File: src/rtl/alu_dw_sequencer_pkg.sv
// Shared constants for the double-word ALU sequencer.
// Opcodes, FSM state encoding and word width.
package alu_dw_sequencer_pkg;

  localparam int W = 16;

  localparam logic [2:0] OP_ADD  = 3'b000;
  localparam logic [2:0] OP_SUB  = 3'b001;
  localparam logic [2:0] OP_ADD2 = 3'b010;
  localparam logic [2:0] OP_SUB2 = 3'b011;
  localparam logic [2:0] OP_AND  = 3'b100;
  localparam logic [2:0] OP_OR   = 3'b101;
  localparam logic [2:0] OP_XOR  = 3'b110;
  localparam logic [2:0] OP_ROR  = 3'b111;

  localparam logic [2:0] ST_IDLE = 3'd0;
  localparam logic [2:0] ST_LO   = 3'd1;
  localparam logic [2:0] ST_HI   = 3'd2;
  localparam logic [2:0] ST_FIX  = 3'd3;
  localparam logic [2:0] ST_DONE = 3'd4;

  function automatic logic is_arith(input logic [2:0] op);
    return ~op[2];
  endfunction

  function automatic logic is_ror(input logic [2:0] op);
    return op == OP_ROR;
  endfunction

endpackage

File: src/rtl/alu_dw_sequencer.sv
// Sequences a 16-bit ALU over two or three passes
// to perform 32-bit ops; owns the C/Z flag register.
module alu_dw_sequencer
  import alu_dw_sequencer_pkg::*;
(
  input  logic         clk,
  input  logic         rst_n,
  input  logic         req_valid,
  output logic         req_ready,
  input  logic [2:0]   req_op,
  input  logic [2*W-1:0] req_a,
  input  logic [2*W-1:0] req_b,
  output logic         resp_valid,
  input  logic         resp_ready,
  output logic [2*W-1:0] resp_data,
  output logic         resp_c,
  output logic         resp_z,
  output logic         flag_c,
  output logic         flag_z,
  output logic [2:0]   alu_op,
  output logic [W-1:0] alu_in1,
  output logic [W-1:0] alu_in2,
  output logic         alu_cin,
  input  logic [W-1:0] alu_out,
  input  logic         alu_c,
  input  logic         alu_z
);

  logic [2:0]     state;
  logic [2:0]     op_q;
  logic [2*W-1:0] a_q;
  logic [2*W-1:0] b_q;
  logic [W-1:0]   lo_q;
  logic [W-1:0]   hi_q;
  logic           k_q;
  logic           c1_q;

  logic           fin_en;
  logic [2*W-1:0] fin_data;
  logic           fin_c;
  logic           fin_z;

  localparam logic [W-1:0] ONE = {{(W-1){1'b0}}, 1'b1};

  assign req_ready  = (state == ST_IDLE);
  assign resp_valid = (state == ST_DONE);

  // Final pass: one word comes straight off the ALU, the other is captured.
  always_comb begin
    fin_en   = 1'b0;
    fin_data = {alu_out, lo_q};
    fin_c    = flag_c;
    fin_z    = alu_z & (lo_q == '0);
    unique case (1'b1)
      (state == ST_LO) && is_ror(op_q): begin
        fin_en   = 1'b1;
        fin_data = {hi_q, alu_out};
        fin_c    = alu_c;
        fin_z    = alu_z & (hi_q == '0);
      end
      (state == ST_HI) && !is_ror(op_q)
        && !(is_arith(op_q) && k_q): begin
        fin_en = 1'b1;
        fin_c  = is_arith(op_q) ? alu_c : flag_c;
      end
      (state == ST_FIX): begin
        fin_en = 1'b1;
        fin_c  = c1_q | alu_c;
      end
      default: ;
    endcase
  end

  always_ff @(posedge clk or negedge rst_n) begin
    if (!rst_n) begin
      state     <= ST_IDLE;
      op_q      <= OP_ADD;
      a_q       <= '0;
      b_q       <= '0;
      lo_q      <= '0;
      hi_q      <= '0;
      k_q       <= 1'b0;
      c1_q      <= 1'b0;
      resp_data <= '0;
      resp_c    <= 1'b0;
      resp_z    <= 1'b0;
      flag_c    <= 1'b0;
      flag_z    <= 1'b0;
      alu_op    <= 3'b000;
      alu_in1   <= '0;
      alu_in2   <= '0;
      alu_cin   <= 1'b0;
    end else begin
      if (fin_en) begin
        resp_data <= fin_data;
        resp_c    <= fin_c;
        resp_z    <= fin_z;
        flag_c    <= fin_c;
        flag_z    <= fin_z;
        state     <= ST_DONE;
      end
      unique case (state)
        ST_IDLE: begin
          if (req_valid) begin
            op_q   <= req_op;
            a_q    <= req_a;
            b_q    <= req_b;
            alu_op <= req_op;
            if (is_ror(req_op)) begin
              alu_in1 <= req_a[2*W-1:W];
              alu_in2 <= '0;
              alu_cin <= flag_c;
              state   <= ST_HI;
            end else begin
              alu_in1 <= req_a[W-1:0];
              alu_in2 <= req_b[W-1:0];
              alu_cin <= 1'b0;
              state   <= ST_LO;
            end
          end
        end
        ST_LO: begin
          lo_q <= alu_out;
          if (!is_ror(op_q)) begin
            k_q     <= alu_c;
            alu_in1 <= a_q[2*W-1:W];
            alu_in2 <= b_q[2*W-1:W];
            alu_cin <= 1'b0;
            state   <= ST_HI;
          end
        end
        ST_HI: begin
          hi_q <= alu_out;
          c1_q <= alu_c;
          if (is_ror(op_q)) begin
            // Rotate-out of the high word feeds the low word.
            alu_in1 <= a_q[W-1:0];
            alu_cin <= alu_c;
            state   <= ST_LO;
          end else if (is_arith(op_q) && k_q) begin
            alu_in1 <= alu_out;
            alu_in2 <= ONE;
            alu_cin <= 1'b0;
            state   <= ST_FIX;
          end
        end
        ST_FIX: begin
          hi_q <= alu_out;
        end
        ST_DONE: begin
          if (resp_ready) state <= ST_IDLE;
        end
        default: state <= ST_IDLE;
      endcase
    end
  end

endmodule

File: config.mk
export PLATFORM = sky130hd
export DESIGN_NAME = alu_dw_sequencer
export DESIGN_NICKNAME = d
export VERILOG_FILES = /design/src/rtl/alu_dw_sequencer_pkg.sv /design/src/rtl/alu_dw_sequencer.sv
export SDC_FILE = /design/constraint.sdc
export NUM_CORES = 1
export LEC_CHECK = 0
export ABC_AREA = 1
export CORE_MARGIN = 2
export CORE_UTILIZATION = 55
export CTS_CLUSTER_SIZE = 14
export DETAILED_ROUTE_END_ITERATION = 8
export GPL_ROUTABILITY_DRIVEN = 0
export PLACE_DENSITY = 0.86
export SYNTH_ARGS = -nofsm -noshare
export SYNTH_HDL_FRONTEND = slang
export SYNTH_SLANG_ARGS = --single-unit
File: constraint.sdc
create_clock -name clk -period 2.91 [get_ports clk]
set_input_delay 0.582 -clock clk [delete_from_list [all_inputs] [get_ports clk]]
set_output_delay 0.582 -clock clk [all_outputs]
set_load 0.02 [all_outputs]
Yosys cells after proc, flatten, opt, wreduce, memory -nomap -nowiden
Cells that the tools add are included.
{"block": "totals", "reg_bits": 171, "in_bits": 89, "out_inout_bits": 74}
{"block": "classes", "n_eq_ne": 12, "muxes": 31, "n_bitwise": 5, "reduce_logical": 18}
{"operator": "$mux 16", "n": 10}
{"operator": "$pmux 16 s3", "n": 2}
{"operator": "$logic_not 16->1", "n": 2}
{"operator": "$mux 32", "n": 1}
{"operator": "$mux 3", "n": 6}
{"operator": "$pmux 3 s5", "n": 1}
{"operator": "$eq 3x3->1 const B", "n": 3}
{"operator": "$mux 1", "n": 8}
{"operator": "$ne 2x2->1 const B", "n": 4}
{"operator": "$eq 3x2->1 const B", "n": 2}
{"operator": "$pmux 1 s3", "n": 2}
{"operator": "$reduce_bool 3->1", "n": 2}
{"operator": "$reduce_and 5->1", "n": 1}
{"operator": "$logic_and 1x1->1", "n": 4}
{"operator": "$reduce_and 2->1", "n": 2}
{"operator": "$reduce_and 4->1", "n": 1}
{"operator": "$eq 3x1->1 const B", "n": 1}
{"operator": "$logic_not 3->1", "n": 1}
{"operator": "$ne 3x1->1 const B", "n": 1}
{"operator": "$reduce_and 3->1", "n": 1}
{"operator": "$reduce_or 3->1", "n": 1}
{"operator": "$and 1x1->1", "n": 2}
{"operator": "$logic_not 1->1", "n": 2}
{"operator": "$mux 2", "n": 1}
{"operator": "other kinds (4)", "n": 5}

Logic depth before layout (Yosys ltp)
{"block": "depth", "word_depth": 10, "ltp_mapped": 11, "mapped_depth_nobuf": 9}

Least setup slack after synthesis
OpenSTA, ideal clock, no wires.
{"block": "synth_timing", "path_kind": "flip-flop to output port", "startpoint": "reg state[1]", "endpoint": "out req_ready", "arrival_time_ns": 1.231, "setup_slack_ns": 1.097, "path_stages_with_launch": 4, "path_buffers": 2, "cell_sequence": "dfrtp_1 buf_2 nor3_2 clkbuf_1"}
{"block": "synth_via", "elab_chain_cells": 1}
{"element": "from (decl)", "line_no": "alu_dw_sequencer.sv:29", "rtl": "logic [2:0] state;"}
{"element": "from (signal assigned)", "line_no": "alu_dw_sequencer.sv:76", "rtl": "state <= ST_IDLE;"}
{"element": "from (signal assigned)", "line_no": "alu_dw_sequencer.sv:100", "rtl": "state <= ST_DONE;"}
{"element": "from (signal assigned)", "line_no": "alu_dw_sequencer.sv:113", "rtl": "state <= ST_HI;"}
{"element": "$logic_not 3->1", "line_no": "alu_dw_sequencer.sv:45", "rtl": "assign req_ready = (state == ST_IDLE);"}
{"element": "to (decl)", "line_no": "alu_dw_sequencer.sv:9", "rtl": "output logic req_ready,"}
Every way passes these cells.

Final worst setup path
{"block": "layout_timing", "startpoint": "reg state[2]", "endpoint": "out req_ready"}
Same word-level chain as after synthesis.

==> summary.txt <==
Outcome = completed
Most area-consuming cells after synthesis = dfrtp_1, nand2_1, o21ai_0
Setup-failing EPs final = 0
Floorplan die area = 14100 sq um
Number of max-cap violations = 0
Vias in the first global route = 6493
Skew-Pair Late Insertion Delay = 0.43 ns
Share of layout cells above drive strength 1 = 6.35%
Worst slew pin tran = 1.12 ns
First-pass GRT wire length = 32.9 mm
Final critical-path share of the clock period = 85.9%
Cell Rows = 41
Buffers added on ports = 162
Placed insts = 1195
Count of yosys warnings during synthesis = 0
Async SR Flop Fraction = 100%
Final routed wirelength across all metal layers = 20.0 mm
Maximum fanout along the worst path = 5
H-tree levels = 4
Post-placement setup slack = 0.533 ns
Commonest register cell after synthesis = dfrtp_1
Type of element launching the critical path = flop
Number of gates given a new drive strength after cts = 0
Share of the synthesized area in the top cell type = 53.6%
Cell type with the highest aggregate area in the netlist = dfrtp_1
Initial antenna violation count = 0
Clock slew at reported path FFs = 0.06 ns
Cell Area, Synth = 7240 sq um
Area taken by multi-input logic gates = 2810 sq um
Endpoint required time on the critical path = 2.33 ns
Overflow left after global routing = 0
Cts bufs inserted = 17
Detailed placement HPWL = 13.8 mm
Net count of the mapped netlist = 990
Maximum number of pins on one net before global-route repair = 57
Vias = 6707
Synthesized instance count = 901
Final cell count without fillers = 1227
Post-synth EDFFs = 0
Post-CTS Setup Bufs = 0
Count of boundary I/O pins = 163
Clock sink count = 155
Die Y-Extent = 119 um
Commonest cells in the synthesized netlist = nand2_1, dfrtp_1, o21ai_0, inv_1, nor2_1
Setup WS post-layout = 0.411 ns
Category of the most critical setup path = flop to output pin
Unrepaired setup endpoints after global routing = false
Cell variety after synth = 29
Final total negative setup slack = 0 ns
Max Fclk = 400 MHz
Clock root buffer = clkbuf_16
Number of antenna diodes = 0
Worst endpoint data arrival time = 1.92 ns
DRC violation total after the first TritonRoute iteration = 685
Most numerous cell in the Yosys netlist = nand2_1
Residual DRC count = 0
Reg2reg start = state[1]$_DFF_PN0_
Post-layout min period = 2.50 ns
Combined flip-flop and latch cell area = 3880 sq um
Initial core utilization = 56.9%
Post-CTS Hold Buffers = 0
Static power due to leakage = 4.68 nW
Worst Setup End Kind = output pin
Area inside the core boundary = 12700 sq um
Clock Skew = 0.00614 ns
Total power per unit cell area = 1160 nW/um^2
Crit-path max cell delay = 0.68 ns
Post-DR wirelength/cell = 16.3 um
Logic depth of the worst register-to-register path = 10
Max-slew violation total from the final report = 0
Slack of the worst reg-to-reg path = 0.61 ns
Count of antenna-violating nets left after detailed routing = 0
Worst VDD drop = 672 uV
Chain of cells forming the critical path = nor3_2 -> clkdlybuf4s50_1
Area grow syn2layout = 33.0%
Drt via density = 5.47
Post-synthesis average cell area = 8.03 sq um
Overall routing resource usage = 29.7%
Hold Path Class = input pin to asynchronous set/reset pin
Clock tree from TritonCTS = done
End of the worst register-to-register path = alu_in1[3]$_DFFE_PN0P_
Slowest stage cell, crit path = clkdlybuf4s50_1
Deepest clock path buffer count = 2
Number of synthesized register bits = 155
Worst slew slack as a fraction of its limit = 25.5%
Layout net count = 1131
Final hold viol count = 0
Fill cells = 929
DR pass1 iterations = 5
Sequential element share of the synthesized area = 53.6%
X dimension of the die = 119 um
## state kept, by name (all words and copies together), names as in the netlist
| name | cells |
|---|---|
| flag_c | 1 |
| resp_data | 32 |
| state | 3 |
| alu_in1 | 16 |
| alu_in2 | 16 |
| alu_cin | 1 |
| c1_q | 1 |
| op_q | 3 |
| lo_q | 16 |
| k_q | 1 |
| hi_q | 16 |
| a_q | 32 |
| b_q | 16 |
| flag_z | 1 |
## per-layer routing
layer,vias to the layer above,global-route usage [%],routed length [um]
met1,3148,37.9,7960
met3,60,6.08,1510
met2,324,48.0,9600
met5,-,0,0
met4,0,15.6,921
li1,3175,-,-
## layout by cell type (no fill, tap or decap), drive strengths merged
| cell type | n |
|---|---|
| dfrtp | 155 |
| clkinv | 5 |
| mux2 | 4 |
| nor3b | 1 |
| clkbuf | 19 |
| nand3 | 53 |
| o211ai | 33 |
| a21oi | 32 |
| bufinv | 6 |
| inv | 75 |
| nand2 | 330 |
| clkinvlp | 2 |
| clkdlybuf4s50 | 161 |
| buf | 16 |
| nand4 | 18 |
| nor2 | 56 |
| o21ai | 87 |
| nand3b | 1 |
| nor3 | 1 |
## worst max-delay path, delay by kind of cell (launching register included)
family | cells | cell delay [ns]
buffers and inverters | 1 | 0.68
DFF | 1 | 0.44
and+or+nand+nor | 1 | 0.37
## stage by stage
step	utilization, %	area, sq um	hold WS (ns)	total power [mW]
floorplan	-	7240	0.286	6.75
global placement	70.4	8950	0.454	8.39
detailed placement	70.4	8950	0.459	8.57
CTS	75.7	9630	0.105	11.1
global route	75.7	9630	0.120	11.9
finish	75.7	9630	0.0958	11.1
## worst max path at each step
stage / startpoint / end / cells after the start
after CTS: state[2]$_DFF_PN0_ / req_ready / 2
after floorplan: state[1]$_DFF_PN0_ / req_ready / 3
after global routing: state[1]$_DFF_PN0_ / resp_valid / 2
final: state[2]$_DFF_PN0_ / req_ready / 2
after detailed placement: req_op[2] / alu_in1[14]$_DFFE_PN0P_ / 9
after global placement: req_valid / a_q[26]$_DFFE_PN0P_ / 6
## report_power, final
group	switching [mW]	leakage (nW)	internal [mW]
combinational	2.92	2.47	1.85
sequential	0.632	1.87	3.21
clock	0.865	0.329	1.64
## cell type report
type	count	share of cell area [%]
Clock inverter	13	2.29
Multi-Input combinational cell	616	29.2
Timing Repair Buffer	177	18.3
Clock buffer	19	4.71
Tap cell	172	2.24
Sequential cell	155	40.3
Inverter	75	2.95
## logic make-up after synthesis
family,count (synthesis),share of synthesized area [%]
DFF,155,53.6
muxes,4,0.622
buffers and inverters,130,7.61
and+or+nand+nor,460,26.4
AOI/OAI and AO/OA,152,11.8
(Power assumes the default switching activity.)
==> patch 1 (config.mk and constraints unchanged) <==
Put one more register stage on the output `flag_z`, without a reset. The value now appears one clock later. The other outputs are not delayed to match.
--- a/src/rtl/alu_dw_sequencer.sv
+++ b/src/rtl/alu_dw_sequencer.sv
@@ -27,2 +27,4 @@
 );
+
+  logic flag_z_s0;
 
@@ -87,3 +89,3 @@
       flag_c    <= 1'b0;
-      flag_z    <= 1'b0;
+      flag_z_s0 <= 1'b0;
       alu_op    <= 3'b000;
@@ -98,3 +100,3 @@
         flag_c    <= fin_c;
-        flag_z    <= fin_z;
+        flag_z_s0 <= fin_z;
         state     <= ST_DONE;
@@ -157,2 +159,6 @@
 
+  always_ff @(posedge clk) begin
+    flag_z <= flag_z_s0;
+  end
+
 endmodule
Check against the original RTL: not equivalent (Yosys sat finds a counterexample within 4 cycles, from zero or initial values and one cycle with rst_n low).
==> patch 1 against the unedited design <==
Sequential cell count grew 1; first-iteration DRC count decreased by 0.44%; cell count is 4.5% higher; synthesized area increased by 1.6%; critical path depth increased by 1; routed wire length decreased by 4.0%; count of clock-buffer cells in the layout grew 7; power is 1.7% lower; final area is 0.73% higher; maximum frequency decreased by 3.9%; clock power shrank 10%; worst setup slack got worse by 100 ps; critical endpoint unchanged; largest cell class unchanged.
==> patch 1: results (changes against the unedited design) <==
Synth
  – Top cells by area, synth: dfrtp_1 (53%), nand2_1 (21%), o21ai_0 (5.4%) (was dfrtp_1 (54%), nand2_1 (17%), o21ai_0 (5.9%))
  – Synth cell types: 29 (unchanged)
  – Synth Area in XOR/XNOR: 0% (unchanged)
  – Synth warnings: 0 (unchanged)
  – Post-synthesis net count: 1036 (was 990)
  – Synth Flop Type: dfrtp_1 (unchanged)
  – Multiplexer share of the synthesized area: 0% (was 0.6225%)
  – Area share of the largest cell type after synthesis: 52.76% (was 53.61%)
  – Share of the yosys chip area belonging to registers: 53.03% (was 53.61%)
  – Synth async-reset ratio: 99.36% (was 100.0%)
  – Most frequent cells after synthesis: nand2_1 (402), dfrtp_1 (155), inv_1 (86) (was nand2_1 (327), dfrtp_1 (155), o21ai_0 (86))
  – Synth Area in Compound Gates: 10.59% (was 11.76%)

Clock network
  – CTS root buf: clkbuf_16 (unchanged)
  – H-Tree Depth: 4 (unchanged)
  – Clk pin slew, worst setup/hold paths: 60 ps (about the same)
  – Number of post-CTS setup repair buffers: 0 (unchanged)
  – Latest clock arrival within the worst-skew pair: 430 ps (about the same)
  – Num CTS Buffers: 17 (unchanged)

Routing
  – Final wirelength: 19190 um (was 19990 um)
  – First-pass DRT Iterations: 6 (was 5)
  – Vias: 6768 (was 6707)
  – Number of DRC markers in iteration 0: 682 (was 685)

Critical path
  – Critical path capture point type: output pin (unchanged)
  – Cell family with most CP delay: buffers and inverters (unchanged)
  – R2r setup slk: 560 ps (was 610 ps)
  – Slowest CP cell: clkdlybuf4s50_1 (unchanged)
  – Crit path capture: req_ready (unchanged)
  – CP max stage delay: 640 ps (was 680 ps)
  – Reg-to-reg endpoint: resp_data[24] (was alu_in1[3])
  – Max Fanout on Critical Path: 6 (was 5)
  – Reg-to-Reg Start: state[0] (was state[1])
  – Crit path DAT: 2020 ps (was 1920 ps)
  – R2R depth: 8 (was 10)

Global routing
  – Largest net degree at the start of global routing: 74 (was 57)
  – Vias in the first global route: 6606 (was 6493)
  – First-pass GRT wire length: 32020 um (was 32850 um)
  – GRT Total Usage: 28.12% (was 29.73%)

Run status
  – Status: finished clean (unchanged)

Final layout
  – N_diodes: 0 (unchanged)
  – Largest regs: a_q: 32 flops, resp_data: 32 flops (unchanged)
  – Share of layout cells above drive strength 1: 5.335% (was 6.351%)
  – Nets@finish: 1182 (was 1131)

Place
  – Port Buf Inserts: 162 (unchanged)
  – Hpwl dp: 12860 um (was 13780 um)

Power and ir drop
  – Pleak: 4.844 nW (was 4.675 nW)
  – Max VDD drop: 0.5682 mV (was 0.6715 mV)
  – Sw Share: 40.59% (was 39.70%)

Timing
  – Max transition margin: 56.60% (was 25.50%)
  – Worst hold slack: 106.5 ps (was 95.79 ps)
  – Clock Skews: 4.911 ps (was 6.138 ps)

Hold path
  – Worst hold-check path type: in -> async (unchanged)
-- patch 1: changes by cell type after synthesis, sizes merged, moves of 10 or more --
cell,change
nor2,-20
inv,+16
nand4,-17
nand3,+13
a21oi,-12
buf,-10
nand2,+76
-- patch 1: power groups by stage --
stage | Sequential (mW) | Clock (mW) | Combinational, mW
after floorplan | 4.22 | 0 | 2.60
after CTS | 3.77 | 2.28 | 4.90
after global placement | 3.76 | 0 | 4.68
after global routing | 3.89 | 2.36 | 5.44
final | 3.78 | 2.26 | 4.89
after detailed placement | 3.78 | 0 | 4.85
-- patch 1: worst min-delay path by stage --
| stage | from | to |
|---|---|---|
| CTS | rst_n | hi_q[11] |
| finish | rst_n | resp_data[11] |
| floorplan | rst_n | a_q[0] |
| global route | rst_n | resp_data[12] |
| detailed placement | flag_z_s0 | flag_z |
| global placement | flag_z_s0 | flag_z |
-- patch 1: per-layer routing --
metal | track usage [%] | vias up | part of all wire, %
met3 | 4.990 | 36 | 7.5
met2 | 43.68 | 318 | 47
met5 | 0 | - | 0
met1 | 40.12 | 3149 | 44
li1 | - | 3265 | -
met4 | 9.853 | 0 | 1.9
-- patch 1: stage by stage --
step	setup slack, ps	utilization [%]	power (mW)	instances	area (sq um)
2_1_floorplan	1309	-	6.814	947	7352
3_3_place_gp	647.7	69.16	8.441	1250	9086
3_5_place_dp	608.4	69.16	8.629	1250	9086
4_1_cts	310.6	73.80	10.95	1282	9696
5_1_grt	243.3	73.80	11.68	1282	9696
6_report	310.9	73.80	10.93	1282	9696
-- patch 1: area by class of cell --
type / count / area [sq um]
sequential: 156 / 3899
fill: 976 / 3442
multi-input combinational: 651 / 2872
timing repair buffer: 175 / 1745
clock buffer: 26 / 529.3
inverter: 92 / 350.3
tap: 176 / 220.2
clock inverter: 6 / 80.08
==> patch 2 (same settings) <==
Without the edit above. Set the package constant `W` to 24 (it was 16).
--- a/src/rtl/alu_dw_sequencer_pkg.sv
+++ b/src/rtl/alu_dw_sequencer_pkg.sv
@@ -4,3 +4,3 @@
 
-  localparam int W = 16;
+  localparam int W = 24;
 
Interface: changed (6 resized); port bits go from 163 to 235. No check against the original RTL was run, so the function may have changed too.
==> patch 2 against the unedited design <==
Clock skew increased by 4.4 ps; register-to-register slack better by 80 ps; global-route usage is 1.5 points lower; highest routed layer unchanged; hold slack better by 370 ps; final area increased by 45%; sequential cell count rose by 72; maximum frequency down 9.1%; combinational power up 50%; via count rose by 39%; routed wire length is 44% higher; power increased by 45%; worst setup slack got worse by 250 ps; synthesized area up 48%.
==> patch 2: results (changes against the unedited design) <==
Critical path
  – Crit path DAT: 2170 ps (was 1920 ps)
  – R2r setup slk: 690 ps (was 610 ps)
  – Max Fanout on Critical Path: 11 (was 5)
  – Reg-to-reg endpoint: alu_in1[7] (was alu_in1[3])

Routing
  – DR WL/cell: 16.58 um (was 16.29 um)
  – First-pass DRT Iterations: 5 (unchanged)
  – Via density: 5.365 (was 5.466)
  – Number of DRC markers in iteration 0: 638 (was 685)
  – Final wirelength: 28830 um (was 19990 um)

Synth
  – Most frequent cells after synthesis: nand2_1 (414), dfrtp_1 (227), o21ai_0 (205) (was nand2_1 (327), dfrtp_1 (155), o21ai_0 (86))
  – Synth cell types: 28 (was 29)
  – Syn Area/Cell: 8.514 sq um (was 8.031 sq um)
  – Share of the yosys chip area belonging to registers: 53.12% (was 53.61%)
  – Post-synthesis net count: 1385 (was 990)

Place
  – Worst slack, placed: 574.8 ps (was 532.7 ps)
  – Port Buf Inserts: 234 (was 162)
  – Hpwl dp: 19470 um (was 13780 um)
  – Area post-placement: 0.01312 sq mm (was 0.008952 sq mm)
  – Placed Cells: 1693 (was 1195)

Clock network
  – CTS max path bufs: 3 (was 2)
  – H-Tree Depth: 1 (was 4)
  – Latest clock arrival within the worst-skew pair: 510 ps (was 430 ps)
  – Num CTS Buffers: 24 (was 17)

Timing
  – Clock Skews: 10.55 ps (was 6.138 ps)
  – Slew @ Worst Pin: 759.8 ps (was 1116 ps)
  – Worst hold slack: 468.1 ps (was 95.79 ps)

Final layout
  – Largest regs: a_q: 48 flops, resp_data: 48 flops (was a_q: 32 flops, resp_data: 32 flops)
  – Share of layout cells above drive strength 1: 9.029% (was 6.351%)
  – Nets@finish: 1584 (was 1131)

Global routing
  – Vias in the first global route: 9248 (was 6493)
  – GRT Total Usage: 28.20% (was 29.73%)
  – Initial antenna violation count: 1 (was 0)
  – First-pass GRT wire length: 46330 um (was 32850 um)
  – Largest net degree at the start of global routing: 95 (was 57)

Hold path
  – Worst hold-check path type: reg -> reg (was in -> async)

Run status
  – Status: finished clean (unchanged)

Power and ir drop
  – Max VDD drop: 0.6159 mV (was 0.6715 mV)
  – P_int: 9.661 mW (was 6.704 mW)
  – Pleak: 6.576 nW (was 4.675 nW)
patch 2: cell count changes after synthesis, moves of 9 or more:
cell / before / now
mux2_2: 0 / 13
o21ai_2: 1 / 14
nand2_1: 327 / 414
o21ai_0: 86 / 205
a21oi_1: 31 / 50
nand4_1: 18 / 1
o21ai_1: 0 / 25
o211ai_1: 33 / 2
dfrtp_1: 155 / 227
mux2_4: 0 / 28
nand3_1: 51 / 42
buf_6: 1 / 15
patch 2: area by class of cell:
cell class | instances | area [sq um]
timing repair buffer | 253 | 2580
multi-input combinational | 866 | 4222
sequential | 227 | 5680
inverter | 83 | 311.5
antenna | 1 | 2.502
fill | 1444 | 5304
clock buffer | 37 | 750.7
clock inverter | 7 | 88.84
tap | 265 | 331.6
patch 2: how the worst max path moves through the flow:
stage	endpoint	from	depth (start not counted)	slack, ps
floorplan	req_ready	state[1]	5	1210
global placement	a_q[21]	req_valid	4	670
detailed placement	alu_in1[1]	req_valid	7	570
CTS	req_ready	state[1]	4	160
global route	req_ready	state[1]	4	70
finish	req_ready	state[1]	4	160
patch 2: cells by family after synthesis:
logic type             after synthesis  synth area share (%)
AND/OR/NAND/NOR                    526                 19.43
buffers and inverters              163                 7.523
flip-flops                         227                 53.12
multiplexers                        41                 5.300
AO/OA/AOI/OAI                      299                 14.63
patch 2: worst reg2reg max path: cells and delay by family (launching register included):
family / cells / cell delay, ps
buffers and inverters: 2 / 860
AND/OR/NAND/NOR: 6 / 790
flip-flops: 1 / 500
patch 2: timing repair:
item,CTS,global route
hold buffers,1,0
hold endpoints to repair,36,0
endpoints found under the setup margin,0,0
gates resized for setup,0,0
patch 2: routing by layer:
metal | GRT usage [%] | up-vias | wire length (um)
li1 | - | 4440 | -
met1 | 36.79 | 4396 | 11860
met2 | 46.07 | 427 | 13520
met3 | 7.231 | 66 | 2575
met4 | 9.701 | 0 | 877
met5 | 0 | - | 0
patch 2: power by group through the flow:
stage	Combinational, mW	Clock [mW]	Sequential [mW]
floorplan	3.98	0	6.26
global placement	6.88	0	5.64
detailed placement	7.15	0	5.68
CTS	7.19	3.25	5.68
global route	7.91	3.38	5.86
finish	7.17	3.22	5.68
